--- config.mk ---
export PLATFORM = sky130hd
export DESIGN_NAME = fetch_unit_flat
export DESIGN_NICKNAME = d
export VERILOG_FILES = /design/src/rtl/fetch_unit_if.sv /design/src/rtl/fetch_unit.sv /design/src/flat_wrapper.sv
export SDC_FILE = /design/constraint.sdc
export NUM_CORES = 1
export LEC_CHECK = 0
export CORE_UTILIZATION = 51
export DETAILED_ROUTE_END_ITERATION = 6
export PLACE_DENSITY = 0.83
export SLEW_MARGIN = 20
export SYNTH_ARGS = -nofsm -noshare
export SYNTH_HDL_FRONTEND = slang
export SYNTH_SLANG_ARGS = --single-unit
--- constraint.sdc ---
create_clock -name clk_i -period 6.96 [get_ports clk_i]
set_input_delay 1.74 -clock clk_i [delete_from_list [all_inputs] [get_ports clk_i]]
set_output_delay 1.74 -clock clk_i [all_outputs]
set_load 0.01 [all_outputs]
--- src/rtl/fetch_unit_if.sv ---
// Fetch unit signal bundle: instruction-memory req/ack port, redirect input and the
// instruction handshake towards the decoder. master = fetch unit, slave = environment.
interface fetch_unit_if;
    logic [31:0] imem_addr_o;
    logic        imem_req_o;
    logic        imem_ack_i;
    logic        imem_err_i;
    logic [31:0] imem_data_i;
    logic        redirect_i;
    logic [31:0] redirect_pc_i;
    logic [31:0] instruction_o;
    logic [31:0] pc_o;
    logic        valid_o;
    logic        ready_i;
    logic        e_fetch_fault_o;
    logic        e_misaligned_o;

    modport master (
        output imem_addr_o, imem_req_o, instruction_o, pc_o, valid_o,
               e_fetch_fault_o, e_misaligned_o,
        input  imem_ack_i, imem_err_i, imem_data_i, redirect_i, redirect_pc_i, ready_i
    );

    modport slave (
        input  imem_addr_o, imem_req_o, instruction_o, pc_o, valid_o,
               e_fetch_fault_o, e_misaligned_o,
        output imem_ack_i, imem_err_i, imem_data_i, redirect_i, redirect_pc_i, ready_i
    );
endinterface

--- src/rtl/fetch_unit.sv ---
// Instruction fetch stage: single-outstanding word reads into a small PC-tagged FIFO.
// Optional FETCH_MISALIGN_CHECK_EN turns misaligned redirects into a marker entry + halt.
module fetch_unit #(
    parameter logic [31:0] RESET_PC = 32'h8000_0000,
    parameter int unsigned DEPTH    = 2
) (
    input logic          clk_i,
    input logic          rst_i,
    fetch_unit_if.master bus
);
    localparam int unsigned     PtrW     = (DEPTH > 1) ? $clog2(DEPTH) : 1;
    localparam int unsigned     CntW     = PtrW + 1;
    localparam logic [CntW-1:0] DepthCnt = CntW'(DEPTH);

    typedef enum logic [1:0] {StIdle, StReq, StFlush, StHalt} state_e;

    state_e      state_q;
    logic [31:0] fetch_pc_q;
    logic [31:0] addr_q;
    logic        req_q;
    logic        mis_pend_q;

    logic [31:0]     pc_mem    [DEPTH];
    logic [31:0]     instr_mem [DEPTH];
    logic            fault_mem [DEPTH];
    logic [PtrW-1:0] rd_ptr_q, wr_ptr_q, wr_idx;
    logic [CntW-1:0] count_q;

    logic        valid, pop, resp, outstanding, space_idle, space_after;
    logic [31:0] redir_pc, pc_inc;
    logic        redir_mis;
    logic        buf_clear, push, push_fault, push_mis;
    logic [31:0] push_pc, push_instr;

`ifdef FETCH_MISALIGN_CHECK_EN
    assign redir_pc  = bus.redirect_pc_i;
    assign redir_mis = |bus.redirect_pc_i[1:0];
`else
    assign redir_pc  = {bus.redirect_pc_i[31:2], 2'b00};
    assign redir_mis = 1'b0;
`endif

    assign valid       = (count_q != '0);
    assign pop         = valid & bus.ready_i;
    assign resp        = bus.imem_ack_i | bus.imem_err_i;
    assign outstanding = (state_q == StReq) || (state_q == StFlush);
    assign space_idle  = (count_q - CntW'(pop)) < DepthCnt;
    assign space_after = (count_q + CntW'(1) - CntW'(pop)) < DepthCnt;
    assign pc_inc      = fetch_pc_q + 32'd4;

    always_comb begin
        buf_clear  = 1'b0;
        push       = 1'b0;
        push_fault = 1'b0;
        push_mis   = 1'b0;
        push_pc    = fetch_pc_q;
        push_instr = '0;
        if (bus.redirect_i) begin
            buf_clear = 1'b1;
            // Marker goes in at once unless a response must still be drained.
            if (redir_mis && !(outstanding && !resp)) begin
                push     = 1'b1;
                push_mis = 1'b1;
                push_pc  = redir_pc;
            end
        end else if (state_q == StReq && resp) begin
            push       = 1'b1;
            push_fault = bus.imem_err_i;
            push_instr = bus.imem_err_i ? '0 : bus.imem_data_i;
        end else if (state_q == StFlush && resp && mis_pend_q) begin
            push     = 1'b1;
            push_mis = 1'b1;
        end
    end

    always_ff @(posedge clk_i or posedge rst_i) begin
        if (rst_i) begin
            state_q    <= StIdle;
            fetch_pc_q <= RESET_PC;
            addr_q     <= RESET_PC;
            req_q      <= 1'b0;
            mis_pend_q <= 1'b0;
        end else if (bus.redirect_i) begin
            fetch_pc_q <= redir_pc;
            mis_pend_q <= 1'b0;
            if (outstanding && !resp) begin
                state_q    <= StFlush;
                mis_pend_q <= redir_mis;
            end else if (redir_mis) begin
                state_q <= StHalt;
                req_q   <= 1'b0;
            end else begin
                state_q <= StReq;
                req_q   <= 1'b1;
                addr_q  <= redir_pc;
            end
        end else begin
            unique case (state_q)
                StIdle: begin
                    if (space_idle) begin
                        state_q <= StReq;
                        req_q   <= 1'b1;
                        addr_q  <= fetch_pc_q;
                    end
                end
                StReq: begin
                    if (bus.imem_err_i) begin
                        state_q <= StHalt;
                        req_q   <= 1'b0;
                    end else if (bus.imem_ack_i) begin
                        fetch_pc_q <= pc_inc;
                        if (space_after) begin
                            addr_q <= pc_inc;
                        end else begin
                            state_q <= StIdle;
                            req_q   <= 1'b0;
                        end
                    end
                end
                StFlush: begin
                    if (resp) begin
                        mis_pend_q <= 1'b0;
                        if (mis_pend_q) begin
                            state_q <= StHalt;
                            req_q   <= 1'b0;
                        end else begin
                            state_q <= StReq;
                            addr_q  <= fetch_pc_q;
                        end
                    end
                end
                StHalt: ;
                default: ;
            endcase
        end
    end

    always_ff @(posedge clk_i or posedge rst_i) begin
        if (rst_i) begin
            rd_ptr_q <= '0;
            wr_ptr_q <= '0;
            count_q  <= '0;
        end else if (buf_clear) begin
            rd_ptr_q <= '0;
            wr_ptr_q <= push ? PtrW'(1) : '0;
            count_q  <= push ? CntW'(1) : '0;
        end else begin
            if (push) wr_ptr_q <= wr_ptr_q + PtrW'(1);
            if (pop)  rd_ptr_q <= rd_ptr_q + PtrW'(1);
            count_q <= count_q + CntW'(push) - CntW'(pop);
        end
    end

    assign wr_idx = buf_clear ? '0 : wr_ptr_q;

    // Storage is unreset; the head fields are masked by valid instead.
    always_ff @(posedge clk_i) begin
        if (push) begin
            pc_mem[wr_idx]    <= push_pc;
            instr_mem[wr_idx] <= push_instr;
            fault_mem[wr_idx] <= push_fault;
        end
    end

    assign bus.imem_addr_o     = addr_q;
    assign bus.imem_req_o      = req_q;
    assign bus.valid_o         = valid;
    assign bus.instruction_o   = valid ? instr_mem[rd_ptr_q] : '0;
    assign bus.pc_o            = valid ? pc_mem[rd_ptr_q] : '0;
    assign bus.e_fetch_fault_o = valid & fault_mem[rd_ptr_q];

`ifdef FETCH_MISALIGN_CHECK_EN
    logic mis_mem [DEPTH];

    always_ff @(posedge clk_i) begin
        if (push) mis_mem[wr_idx] <= push_mis;
    end

    assign bus.e_misaligned_o = valid & mis_mem[rd_ptr_q];
`else
    logic unused_mis;
    assign unused_mis         = push_mis ^ (^bus.redirect_pc_i[1:0]);
    assign bus.e_misaligned_o = 1'b0;
`endif
endmodule

--- src/flat_wrapper.sv ---
// flat-port wrapper written by rule: the top's interface ports become plain ports
module fetch_unit_flat 
#(
    parameter logic [31:0] RESET_PC = 32'h8000_0000,
    parameter int unsigned DEPTH    = 2
)
  (clk_i, rst_i, bus_imem_addr_o, bus_imem_req_o, bus_instruction_o, bus_pc_o, bus_valid_o, bus_e_fetch_fault_o, bus_e_misaligned_o, bus_imem_ack_i, bus_imem_err_i, bus_imem_data_i, bus_redirect_i, bus_redirect_pc_i, bus_ready_i);
  fetch_unit_if bus_i ();
  input logic clk_i;
  input logic rst_i;
  output wire logic [$bits(bus_i.imem_addr_o)-1:0] bus_imem_addr_o;
  output wire logic [$bits(bus_i.imem_req_o)-1:0] bus_imem_req_o;
  output wire logic [$bits(bus_i.instruction_o)-1:0] bus_instruction_o;
  output wire logic [$bits(bus_i.pc_o)-1:0] bus_pc_o;
  output wire logic [$bits(bus_i.valid_o)-1:0] bus_valid_o;
  output wire logic [$bits(bus_i.e_fetch_fault_o)-1:0] bus_e_fetch_fault_o;
  output wire logic [$bits(bus_i.e_misaligned_o)-1:0] bus_e_misaligned_o;
  input wire logic [$bits(bus_i.imem_ack_i)-1:0] bus_imem_ack_i;
  input wire logic [$bits(bus_i.imem_err_i)-1:0] bus_imem_err_i;
  input wire logic [$bits(bus_i.imem_data_i)-1:0] bus_imem_data_i;
  input wire logic [$bits(bus_i.redirect_i)-1:0] bus_redirect_i;
  input wire logic [$bits(bus_i.redirect_pc_i)-1:0] bus_redirect_pc_i;
  input wire logic [$bits(bus_i.ready_i)-1:0] bus_ready_i;
  assign bus_imem_addr_o = bus_i.imem_addr_o;
  assign bus_imem_req_o = bus_i.imem_req_o;
  assign bus_instruction_o = bus_i.instruction_o;
  assign bus_pc_o = bus_i.pc_o;
  assign bus_valid_o = bus_i.valid_o;
  assign bus_e_fetch_fault_o = bus_i.e_fetch_fault_o;
  assign bus_e_misaligned_o = bus_i.e_misaligned_o;
  assign bus_i.imem_ack_i = bus_imem_ack_i;
  assign bus_i.imem_err_i = bus_imem_err_i;
  assign bus_i.imem_data_i = bus_imem_data_i;
  assign bus_i.redirect_i = bus_redirect_i;
  assign bus_i.redirect_pc_i = bus_redirect_pc_i;
  assign bus_i.ready_i = bus_ready_i;
  fetch_unit #(.RESET_PC(RESET_PC), .DEPTH(DEPTH)) u_core (.clk_i(clk_i), .rst_i(rst_i), .bus(bus_i));
endmodule
# Word level (Yosys, flattened, before mapping)
# Memory sizes are Yosys's and may differ from the RTL's.
# Index checks and enable logic that the tools add are counted.
# op_classes
addsub	8
n_lt_le_gt_ge	2
n_eq_ne	13
muxes	54
n_bitwise	3
reduce_logical	20
# op_table
cell	n
$mux W32	17
$pmux W32 S3	1
$add A32 B3 Y32 const B	1
$mux W1	25
$mux W2	9
$reduce_bool A2 Y1	7
$ne A3 B2 Y1 const B	4
$ne A3 B3 Y1 const B	3
$ne A4 B4 Y1 const B	2
$reduce_and A8 Y1	1
$reduce_and A7 Y1	1
$pmux W2 S3	1
$sub A2 B1 Y2	3
$reduce_and A5 Y1	1
$logic_and A1 B1 Y1	4
$lt A2 B2 Y1 const B	2
$reduce_bool A4 Y1	1
$pmux W1 S3	1
$reduce_and A3 Y1	1
$add A1 B1 Y1 const B	2
$add A2 B1 Y2	1
$add A2 B1 Y2 const B	1
$and A1 B1 Y1	2
$eq A2 B1 Y1 const B	1
other kinds (8)	8
# word_totals
regBits	72
ramBits	130
input_bits	70
out_inout_bits	100
wordCells	111
memories	3
# memory_table
name	words	width	read_ports	rd_ports_with_merged_regs	write_ports	line	source
u_core.instr_mem	2	32	1	0	1	fetch_unit.sv:24	logic [31:0] instr_mem [DEPTH];
u_core.pc_mem	2	32	1	0	1	fetch_unit.sv:23	logic [31:0] pc_mem [DEPTH];
u_core.fault_mem	2	1	1	0	1	fetch_unit.sv:25	logic fault_mem [DEPTH];

# Depth between registers and ports, before layout
# Gate-level depths: netlist of run 1.
# depth
ltp_word	9
ltp_mapped	11
depth_no_buf	9

# Worst setup path after synthesis of run 1
# Ideal clock, no wire load.
# synth_path
path_kind	input-to-reg
start	input port bus_redirect_i
end	memory u_core.fault_mem[0] (enable)
setup_time_ns	0.562
arrival_time_ns	6.239
t_required_ns	6.398
path_slack_ns	0.159
path_stages	2
path_buffers	0
path_cell_list	nand2b_1 nor3_1
# synth_between
elab_chain_cells	3
word_cells_on_any_way	5
classes_between	mux: 5
# synth_lines
item	line	source
start: declaration	flat_wrapper.sv:21	input wire logic [$bits(bus_i.redirect_i)-1:0] bus_redirect_i;
$mux W1	fetch_unit.sv:58	if (bus.redirect_i) begin
$mux W1	fetch_unit.sv:158	if (push) begin
$mux W1 (not written as such)	fetch_unit.sv:161	fault_mem[wr_idx] <= push_fault;
end: declaration	fetch_unit.sv:25	
# Parallel ways exist; a longest one is shown, timed or not.

# Final worst setup path of run 1
# layout_path
start	register u_core.rd_ptr_q
end	output port bus_pc_o[9]
# layout_between
elab_chain_cells	2
# layout_lines
item	line	source
start: declaration	fetch_unit.sv:26	logic [PtrW-1:0] rd_ptr_q, wr_ptr_q, wr_idx;
start signal: assignment	fetch_unit.sv:149	if (pop) rd_ptr_q <= rd_ptr_q + PtrW'(1);
$mem_v2 Z2 W32	n/a	
$mux W32	fetch_unit.sv:169	assign bus.pc_o = valid ? pc_mem[rd_ptr_q] : '0;
end: declaration	flat_wrapper.sv:14	output wire logic [$bits(bus_i.pc_o)-1:0] bus_pc_o;
# Every way passes these cells.

==> flow_summary_export.csv, run 1 <==
group,metric,value,unit
outcome,status,"complete, no violations",
hold_path,hold_depth,2,
drt,vias_per_cell,5.63,
logic_synthesis,synth_flop_cell,"edfxtp_1",
logic_synthesis,yosysSeqAreaShare,58.9,%
cts,clock_latency,430,ps
logic_synthesis,synth_edf_count,126,
place,pre_cts_ws,2450,ps
floorplan,ios,170,
drt,drt_iter0_drc,421,
cts,postCtsHoldBufs,0,
power_and_ir_drop,power.total,4060,uW
sta,maxSlewHeadroom,40.6,%
sta,final.setup.tns,0,ps
drt,antenna_left,0,
setup_path,cp.arrival,2390,ps
logic_synthesis,avgSynthCellArea,12.2,um^2
drt,dr.pass1.iters,5,
sta,tightestPinTransition,891,ps
drt,wire_per_inst,18.2,um
setup_path,regToRegSetupSlack,4050,ps
layout,drive_above_1_share,10.7,%
cts,cts_inserted_buffers,17,
flow_run,maxCapViolations,0,
cts,cts_tree,"built",
sta,hold_viol_final,0,
place,dpl.hpwl,13800,um
place,portBuffers,164,
layout,nNetsFinal,979,
cts,cts_htree_levels,4,
power_and_ir_drop,ir_worst_vdd,0.238,mV
sta,skew,11.3,ps
setup_path,r2r_cells,7,
logic_synthesis,synth_area_leaders,"edfxtp_1 41%, dfrtp_1 18%, mux2i_1 7.4%",
sta,period_minus_slack,4130,ps
layout,syn2layout_area_growth,25.9,%
grt,antenna_found_initial,0,
logic_synthesis,synth_most_common_cell,"edfxtp_1",
floorplan,num_rows,49,
sta,final-setup-viol-count,0,
floorplan,die_height,137,um
floorplan,die_area,18800,um^2
setup_path,critPathLaunchType,"register",
logic_synthesis,ys_ff_latch,194,
floorplan,core-area,17900,um^2
cts,numClockSinks,194,
sta,max_freq,0.242,GHz
cts,clkTransAtPathRegs,70,ps
logic_synthesis,synth_commonest_cells,"126 x edfxtp_1, 88 x nor2_1, 69 x mux2i_1",
logic_synthesis,netlist_area,9310,um^2
layout,diodes,0,
setup_path,r2r-end,"u_core.fetch_pc_q[25]",
cts,post_cts_buffers,0,
place,gp_congestion,0.886,
setup_path,critical_path_class,"register to output port",
logic_synthesis,synthCells,761,
power_and_ir_drop,p_leak,0.00430,uW
grt,grt_pass1_vias,6144,
setup_path,r2r_start,"u_core.state_q[1]",
drt,totalWireLength,20900,um
logic_synthesis,synth_area_leader_cell,"edfxtp_1",
drt,vias,6444,
setup_path,worstPathRequired,5220,ps
layout,fin_util,65.5,%
sta,worst_slack,2830,ps
grt,grt_use_total,22.8,%
cts,cts_root_buffer,"clkbuf_16",
hold_path,hp-class,"register to register",
setup_path,crit_start,"u_core.rd_ptr_q",
grt,grt_pass1_wl,32200,um
floorplan,die_w,137,um
logic_synthesis,synth_top_cell_area_share,40.6,%
sta,finalMaxSlewViolations,0,
floorplan,start_util,52.0,%
grt,grt_max_degree,69,
grt,gr-total-overflow,0,
hold_path,holdPathEnd,"u_core.bus.imem_addr_o[31]",
logic_synthesis,ys_types,67,
cts,clk_path_buf_depth,2,
setup_path,cp_max_fo,33,
logic_synthesis,synthArstFlopShare,35.1,%
setup_path,cp-end-kind,"output port",
drt,remaining_drc_errors,0,
sta,fin_crit_sh,59.4,%
logic_synthesis,yosysWarnings,0,
cts,cts-resized-gates,0,
hold_path,worstHoldStart,"u_core.bus.imem_addr_o[31]",
sta,rsz0062_at_grt,"false",
power_and_ir_drop,p_per_area,346,nW/um^2
cell families (layout without fill, tap and decap cells):
group                      count (synthesis)  in the layout  share of synthesized area [%]
DFF                                      194            194                           58.9
xor gates and xnor gates                  54             54                           5.08
adders and majority gates                  6              6                          0.806
muxes                                     89             89                           9.84
and+or+nand+nor                          255            255                           14.9
AOI/OAI and AO/OA                         85             85                           6.61
other                                      1              3                         0.0403
buffers and inverters                     77            230                           3.82
cell type report:
class                      instances  area, um^2
inverter                          23        86.3
tap                              229         287
fill                            1378        6180
timing repair buffer             175        1740
clock inverter                    13         186
multi-input combinational        492        3500
sequential                       194        5490
clock buffer                      19         433
cells in the final DEF (no fill, tap or decap), drive strengths merged, types with 20 or more instances in the layout:
master	Yosys	layout
inv	23	23
xnor2	31	31
o21ai	41	41
mux2	20	20
nor3	24	24
xor2	23	23
dfrtp	66	66
and3	36	36
nor2	89	89
nand2	27	27
mux2i	69	69
clkdlybuf4s50	0	164
edfxtp	126	126
layer usage:
layer  track usage (%)  share of wire, %
met5                 0                 0
met4              7.20               2.1
met3              4.11               6.3
met2              35.6                46
met1              32.2                46
power by group:
part	switching [uW]	internal [uW]
sequential	175	1510
combinational	688	673
clock	412	602
total	1280	2780
worst max path at each step:
stage                                            end
final                                    bus_pc_o[9]
after global routing            bus_instruction_o[7]
after CTS                                bus_pc_o[9]
after detailed placement  u_core.bus.imem_addr_o[23]
after global placement       u_core.instr_mem[1][26]
after floorplan                  u_core.fault_mem[0]
registers in the layout, summed over array words and instances, names as in the netlist:
| signal | cells |
|---|---|
| u_core.wr_ptr_q | 1 |
| u_core.bus.imem_addr_o | 31 |
| u_core.state_q | 2 |
| u_core.rd_ptr_q | 1 |
| u_core.pc_mem | 60 |
| u_core.fetch_pc_q | 30 |
| u_core.bus.imem_req_o | 1 |
| u_core.fault_mem | 2 |
| u_core.instr_mem | 64 |
| u_core.count_q | 2 |
worst max-delay path: stages, from the launching register on:
cell	delay, ps
dfrtp_4	800
buf_12	320
mux2i_1	290
nor2_1	60
clkdlybuf4s50_1	480
per-stage QoR:
stage	hold WS [ps]	instance area, um^2	instances
3_3_place_gp	470	11100	1112
3_5_place_dp	482	11100	1112
4_1_cts	495	11700	1144
5_1_grt	514	11700	1145
6_report	493	11700	1145
2_1_floorplan	437	9320	763
No activity file was read; power rests on OpenSTA's default activity.
==> inputs of run 2 (changes only) <==
--- a/config.mk
+++ b/config.mk
@@ -5,9 +5,9 @@
 export SDC_FILE = /design/constraint.sdc
 export NUM_CORES = 1
 export LEC_CHECK = 0
-export CORE_UTILIZATION = 51
+export CORE_UTILIZATION = 48
 export DETAILED_ROUTE_END_ITERATION = 6
-export PLACE_DENSITY = 0.83
+export PLACE_DENSITY = 0.82
 export SLEW_MARGIN = 20
 export SYNTH_ARGS = -nofsm -noshare
 export SYNTH_HDL_FRONTEND = slang
==> constraint.sdc (replaced) <==
create_clock -name clk_i -period 3.7 [get_ports clk_i]
set_input_delay 0.925 -clock clk_i [delete_from_list [all_inputs] [get_ports clk_i]]
set_output_delay 0.925 -clock clk_i [all_outputs]
set_load 0.01 [all_outputs]
==> flow_summary_export.csv, run 2 (synthesis results as in run 1) <==
group,metric,value,unit
cts,cts_htree_levels,4,
setup_path,crit_chain,"buf_4 > mux2i_1 > nor2_1 > clkdlybuf4s50_1",
floorplan,num_rows,50,
setup_path,critical_path_class,"register to output port",
grt,grt_pass1_vias,6524,
power_and_ir_drop,p_per_area,640,nW/um^2
power_and_ir_drop,ir_worst_vdd,0.405,mV
drt,totalWireLength,21900,um
drt,wire_per_inst,18.5,um
cts,clk_path_buf_depth,2,
setup_path,regToRegSetupSlack,1030,ps
sta,final.setup.tns,0,ps
sta,tightestPinTransition,791,ps
layout,nFillCells,1503,
layout,final_common_cell,"clkdlybuf4s50_1",
sta,period_minus_slack,3310,ps
setup_path,critPathLaunchType,"register",
drt,drt_iter0_drc,543,
grt,grt_max_degree,64,
place,gp_congestion,0.929,
drt,remaining_drc_errors,0,
sta,worst_slack,389,ps
place,pre_cts_ws,216,ps
setup_path,cpPeakStageDelay,730,ps
setup_path,worstPathRequired,2770,ps
grt,gr-total-overflow,0,
setup_path,cp.arrival,2390,ps
setup_path,r2r_cells,10,
floorplan,die_height,141,um
setup_path,r2r-end,"u_core.bus.imem_addr_o[24]",
sta,finalMaxSlewViolations,0,
floorplan,core-area,18800,um^2
outcome,status,"complete, no violations",
layout,drive_above_1_share,11.1,%
sta,fin_crit_sh,89.5,%
layout,diodes,0,
drt,antenna_left,0,
cts,clock_latency,430,ps
cts,postCtsHoldBufs,0,
setup_path,cpMaxStageDelayCell,"dfrtp_4",
layout,nNetsFinal,987,
floorplan,die_w,141,um
drt,vias,6528,
power_and_ir_drop,p_leak,0.00430,uW
setup_path,r2r_start,"u_core.count_q[1]",
setup_path,cp_max_fo,26,
sta,hold_viol_final,0,
layout,syn2layout_area_growth,26.8,%
hold_path,worstHoldStart,"u_core.bus.imem_addr_o[31]",
cts,cts-resized-gates,0,
layout,largest_register_ffs,64,
drt,vias_per_cell,5.51,
sta,max_freq,0.302,GHz
layout,most-common-layout-cells,"164 x clkdlybuf4s50_1, 126 x edfxtp_1, 86 x nor2_1, 69 x mux2i_1, 65 x dfrtp_1",
cts,numClockSinks,194,
grt,antenna_found_initial,1,
cts,cts_inserted_buffers,17,
cts,post_cts_buffers,0,
hold_path,hp-class,"register to register",
cts,cts_root_buffer,"clkbuf_16",
layout,regMostFlops,"u_core.instr_mem",
setup_path,cp-end-kind,"output port",
setup_path,path_buf_inv,2,
cts,clkTransAtPathRegs,70,ps
floorplan,start_util,49.4,%
power_and_ir_drop,power.total,7560,uW
setup_path,critical_path.top_delay_family,"buffers and inverters",
grt,grt_use_total,23.0,%
flow_run,maxCapViolations,0,
sta,maxSlewHeadroom,46.8,%
grt,grt_pass1_wl,35000,um
floorplan,ios,170,
cts,cts_tree,"built",
sta,rsz0062_at_grt,"false",
place,portBuffers,164,
drt,dr.pass1.iters,5,
hold_path,holdPathEnd,"u_core.bus.imem_addr_o[31]",
floorplan,die_area,20000,um^2
sta,skew,14.2,ps
sta,final-setup-viol-count,0,
hold_path,hold_depth,2,
place,dpl.hpwl,15000,um
## run 2: changes by cell type in the layout (fill, tap and decap cells not counted), sizes merged
cell,delta
bufinv,-3
clkinv,-4
inv,+2
buf,+8
clkinvlp,+4
clkbuf,+1
## run 2: routing by layer
layer  up-vias  share of wire [%]  wire [um]  global-route usage [%]
li1       3058                  -          -                       -
met1      3182                 45       9800                    31.3
met2       252                 47      10200                    36.9
met3        36                6.8       1500                    5.26
met4         0                1.8        403                    7.09
met5         -                  0          0                       0
## run 2: area by class of cell
type | count | area [um^2] | area share [%]
flip-flops and latches | 194 | 5490 | 46.5
clock buffers | 20 | 437 | 3.70
repair buffers | 183 | 1850 | 15.6
clock inverters | 12 | 109 | 0.922
multi-input cells | 492 | 3510 | 29.7
inverters | 23 | 86.3 | 0.732
well taps | 260 | 325 | 2.76
## run 2: how the worst max path moves through the flow
stage / start / depth (start not counted) / slack (ps) / end
floorplan: bus_redirect_i / 3 / 460 / u_core.fault_mem[1]
global placement: bus_ready_i / 8 / 320 / u_core.bus.imem_addr_o[28]
detailed placement: bus_ready_i / 8 / 220 / u_core.bus.imem_addr_o[26]
CTS: u_core.rd_ptr_q / 4 / 360 / bus_instruction_o[12]
global route: u_core.rd_ptr_q / 4 / 280 / bus_instruction_o[27]
finish: u_core.rd_ptr_q / 4 / 390 / bus_instruction_o[12]
## run 2: through the flow
stage | instance area, um^2 | util, % | cells | hold slack (ps)
6_report | 11800 | 62.7 | 1184 | 501
3_3_place_gp | 11200 | 59.7 | 1152 | 470
2_1_floorplan | 9330 | - | 763 | 437
4_1_cts | 11800 | 62.6 | 1184 | 507
3_5_place_dp | 11200 | 59.7 | 1152 | 494
5_1_grt | 11800 | 62.7 | 1184 | 533
## run 2: worst reg2reg max path, stage by stage, from the launching register on
cell	delay [ps]
dfrtp_1	450
nor2_4	330
inv_1	100
nand2_1	110
ha_1	170
xor2_1	230
nor2_1	80
nor2_2	280
or2_1	420
buf_12	230
a221oi_1	110
## run 2: report_power, final
group          switching [uW]  internal, uW
Clock                     793           929
Combinational            1350          1330
Sequential                320          2840
==> inputs of run 3 (changes only) <==
--- a/config.mk
+++ b/config.mk
@@ -8,7 +8,8 @@
 export CORE_UTILIZATION = 48
 export DETAILED_ROUTE_END_ITERATION = 6
 export PLACE_DENSITY = 0.82
-export SLEW_MARGIN = 20
+export SLEW_MARGIN = 10
 export SYNTH_ARGS = -nofsm -noshare
 export SYNTH_HDL_FRONTEND = slang
 export SYNTH_SLANG_ARGS = --single-unit
+export TNS_END_PERCENT = 1
==> flow_summary_export.csv, run 3 (synthesis results as in run 1) <==
group,metric,value,unit
layout,regMostFlops,"u_core.instr_mem",
setup_path,critical_path.top_delay_family,"buffers and inverters",
cts,postCtsHoldBufs,0,
layout,diodes,0,
hold_path,holdPathEnd,"u_core.bus.imem_addr_o[31]",
floorplan,core-area,18800,um^2
place,gp_congestion,0.929,
sta,final-setup-viol-count,0,
drt,antenna_left,0,
grt,antenna_found_initial,1,
sta,rsz0062_at_grt,"false",
hold_path,worstHoldStart,"u_core.bus.imem_addr_o[31]",
setup_path,cp.arrival,2390,ps
floorplan,die_height,141,um
flow_run,maxCapViolations,0,
grt,grt_pass1_vias,6524,
cts,cts_tree,"built",
cts,cts-resized-gates,0,
layout,syn2layout_area_growth,26.7,%
sta,final.setup.tns,0,ps
outcome,status,"complete, no violations",
cts,clk_path_buf_depth,2,
setup_path,cp-end-kind,"output port",
sta,worst_slack,381,ps
drt,wire_per_inst,18.5,um
drt,vias_per_cell,5.52,
setup_path,cp_max_fo,26,
cts,clock_latency,430,ps
sta,max_freq,0.301,GHz
setup_path,worstPathRequired,2770,ps
power_and_ir_drop,ir_worst_vdd,0.404,mV
grt,grt_use_total,23.0,%
sta,finalMaxSlewViolations,0,
setup_path,r2r_cells,9,
grt,gr-total-overflow,0,
sta,hold_viol_final,0,
layout,nNetsFinal,987,
setup_path,cpPeakStageDelay,730,ps
drt,drt_iter0_drc,515,
floorplan,start_util,49.4,%
setup_path,critical_path_class,"register to output port",
layout,largest_register_ffs,64,
sta,holdWs,500,ps
setup_path,path_buf_inv,2,
sta,tightestPinTransition,1230,ps
place,pre_cts_ws,216,ps
layout,most-common-layout-cells,"164 x clkdlybuf4s50_1, 126 x edfxtp_1, 86 x nor2_1, 69 x mux2i_1, 65 x dfrtp_1",
sta,maxSlewHeadroom,17.6,%
floorplan,die_w,141,um
power_and_ir_drop,p_per_area,640,nW/um^2
setup_path,r2r-end,"u_core.bus.imem_addr_o[24]",
grt,grt_max_degree,64,
drt,dr.pass1.iters,5,
place,portBuffers,164,
setup_path,regToRegSetupSlack,900,ps
floorplan,ios,170,
setup_path,crit_start,"u_core.rd_ptr_q",
setup_path,r2r_start,"u_core.count_q[1]",
grt,grt_pass1_wl,35000,um
layout,drive_above_1_share,11.1,%
cts,cts_inserted_buffers,17,
layout,final_common_cell,"clkdlybuf4s50_1",
cts,cts_htree_levels,4,
floorplan,num_rows,50,
setup_path,crit_chain,"buf_4 > mux2i_1 > nor2_1 > clkdlybuf4s50_1",
setup_path,critPathLaunchType,"register",
hold_path,hold_depth,2,
cts,post_cts_buffers,0,
place,dpl.hpwl,15000,um
layout,nFillCells,1504,
cts,cts_root_buffer,"clkbuf_16",
drt,vias,6532,
sta,skew,11.4,ps
power_and_ir_drop,p_leak,0.00430,uW
drt,remaining_drc_errors,0,
cts,clkTransAtPathRegs,70,ps
floorplan,die_area,20000,um^2
cts,numClockSinks,194,
setup_path,cpMaxStageDelayCell,"dfrtp_4",
layout,fin_util,62.6,%
sta,fin_crit_sh,89.7,%
drt,totalWireLength,21900,um
sta,period_minus_slack,3320,ps
hold_path,hp-class,"register to register",
==> run 3: tightest hold or removal path, stage by stage (launching register included) <==
cell	delay, ps
dfstp_2	380
inv_1	60
a221oi_2	60
==> run 3: routing by layer <==
metal | vias up | routed length, um | global-route usage, %
met5 | - | 0 | 0
met4 | 0 | 330 | 7.09
met3 | 26 | 1610 | 5.26
met2 | 265 | 10300 | 36.9
met1 | 3176 | 9650 | 31.3
li1 | 3065 | - | -
==> run 3: worst max path at each step <==
stage                                 endpoint  slack, ps  cells after the start
finish                   bus_instruction_o[12]        380                      4
global route             bus_instruction_o[27]        280                      4
CTS                      bus_instruction_o[12]        360                      4
detailed placement  u_core.bus.imem_addr_o[26]        220                      8
global placement    u_core.bus.imem_addr_o[28]        320                      8
floorplan                  u_core.fault_mem[1]        460                      3
==> run 3: final cells by class <==
cell class	count	area [um^2]	area share (%)
clock buffers	20	437	3.70
clock inverters	12	109	0.923
inverters	23	86.3	0.732
multi-input cells	492	3500	29.7
flip-flops and latches	194	5490	46.6
well taps	260	325	2.76
repair buffers	183	1850	15.7
==> run 3: power by group <==
part | internal (uW) | switching (uW) | total [uW]
clock network | 929 | 788 | 1720
logic | 1330 | 1340 | 2670
registers | 2840 | 320 | 3160
total | 5090 | 2450 | 7540
==> run 3: stage by stage <==
| stage | instance area (um^2) | total power, uW | instances |
|---|---|---|---|
| after floorplan | 9330 | 4600 | 763 |
| after global placement | 11200 | 5810 | 1152 |
| after detailed placement | 11200 | 5870 | 1152 |
| after CTS | 11800 | 7600 | 1184 |
| after global routing | 11800 | 7950 | 1184 |
| final | 11800 | 7540 | 1184 |
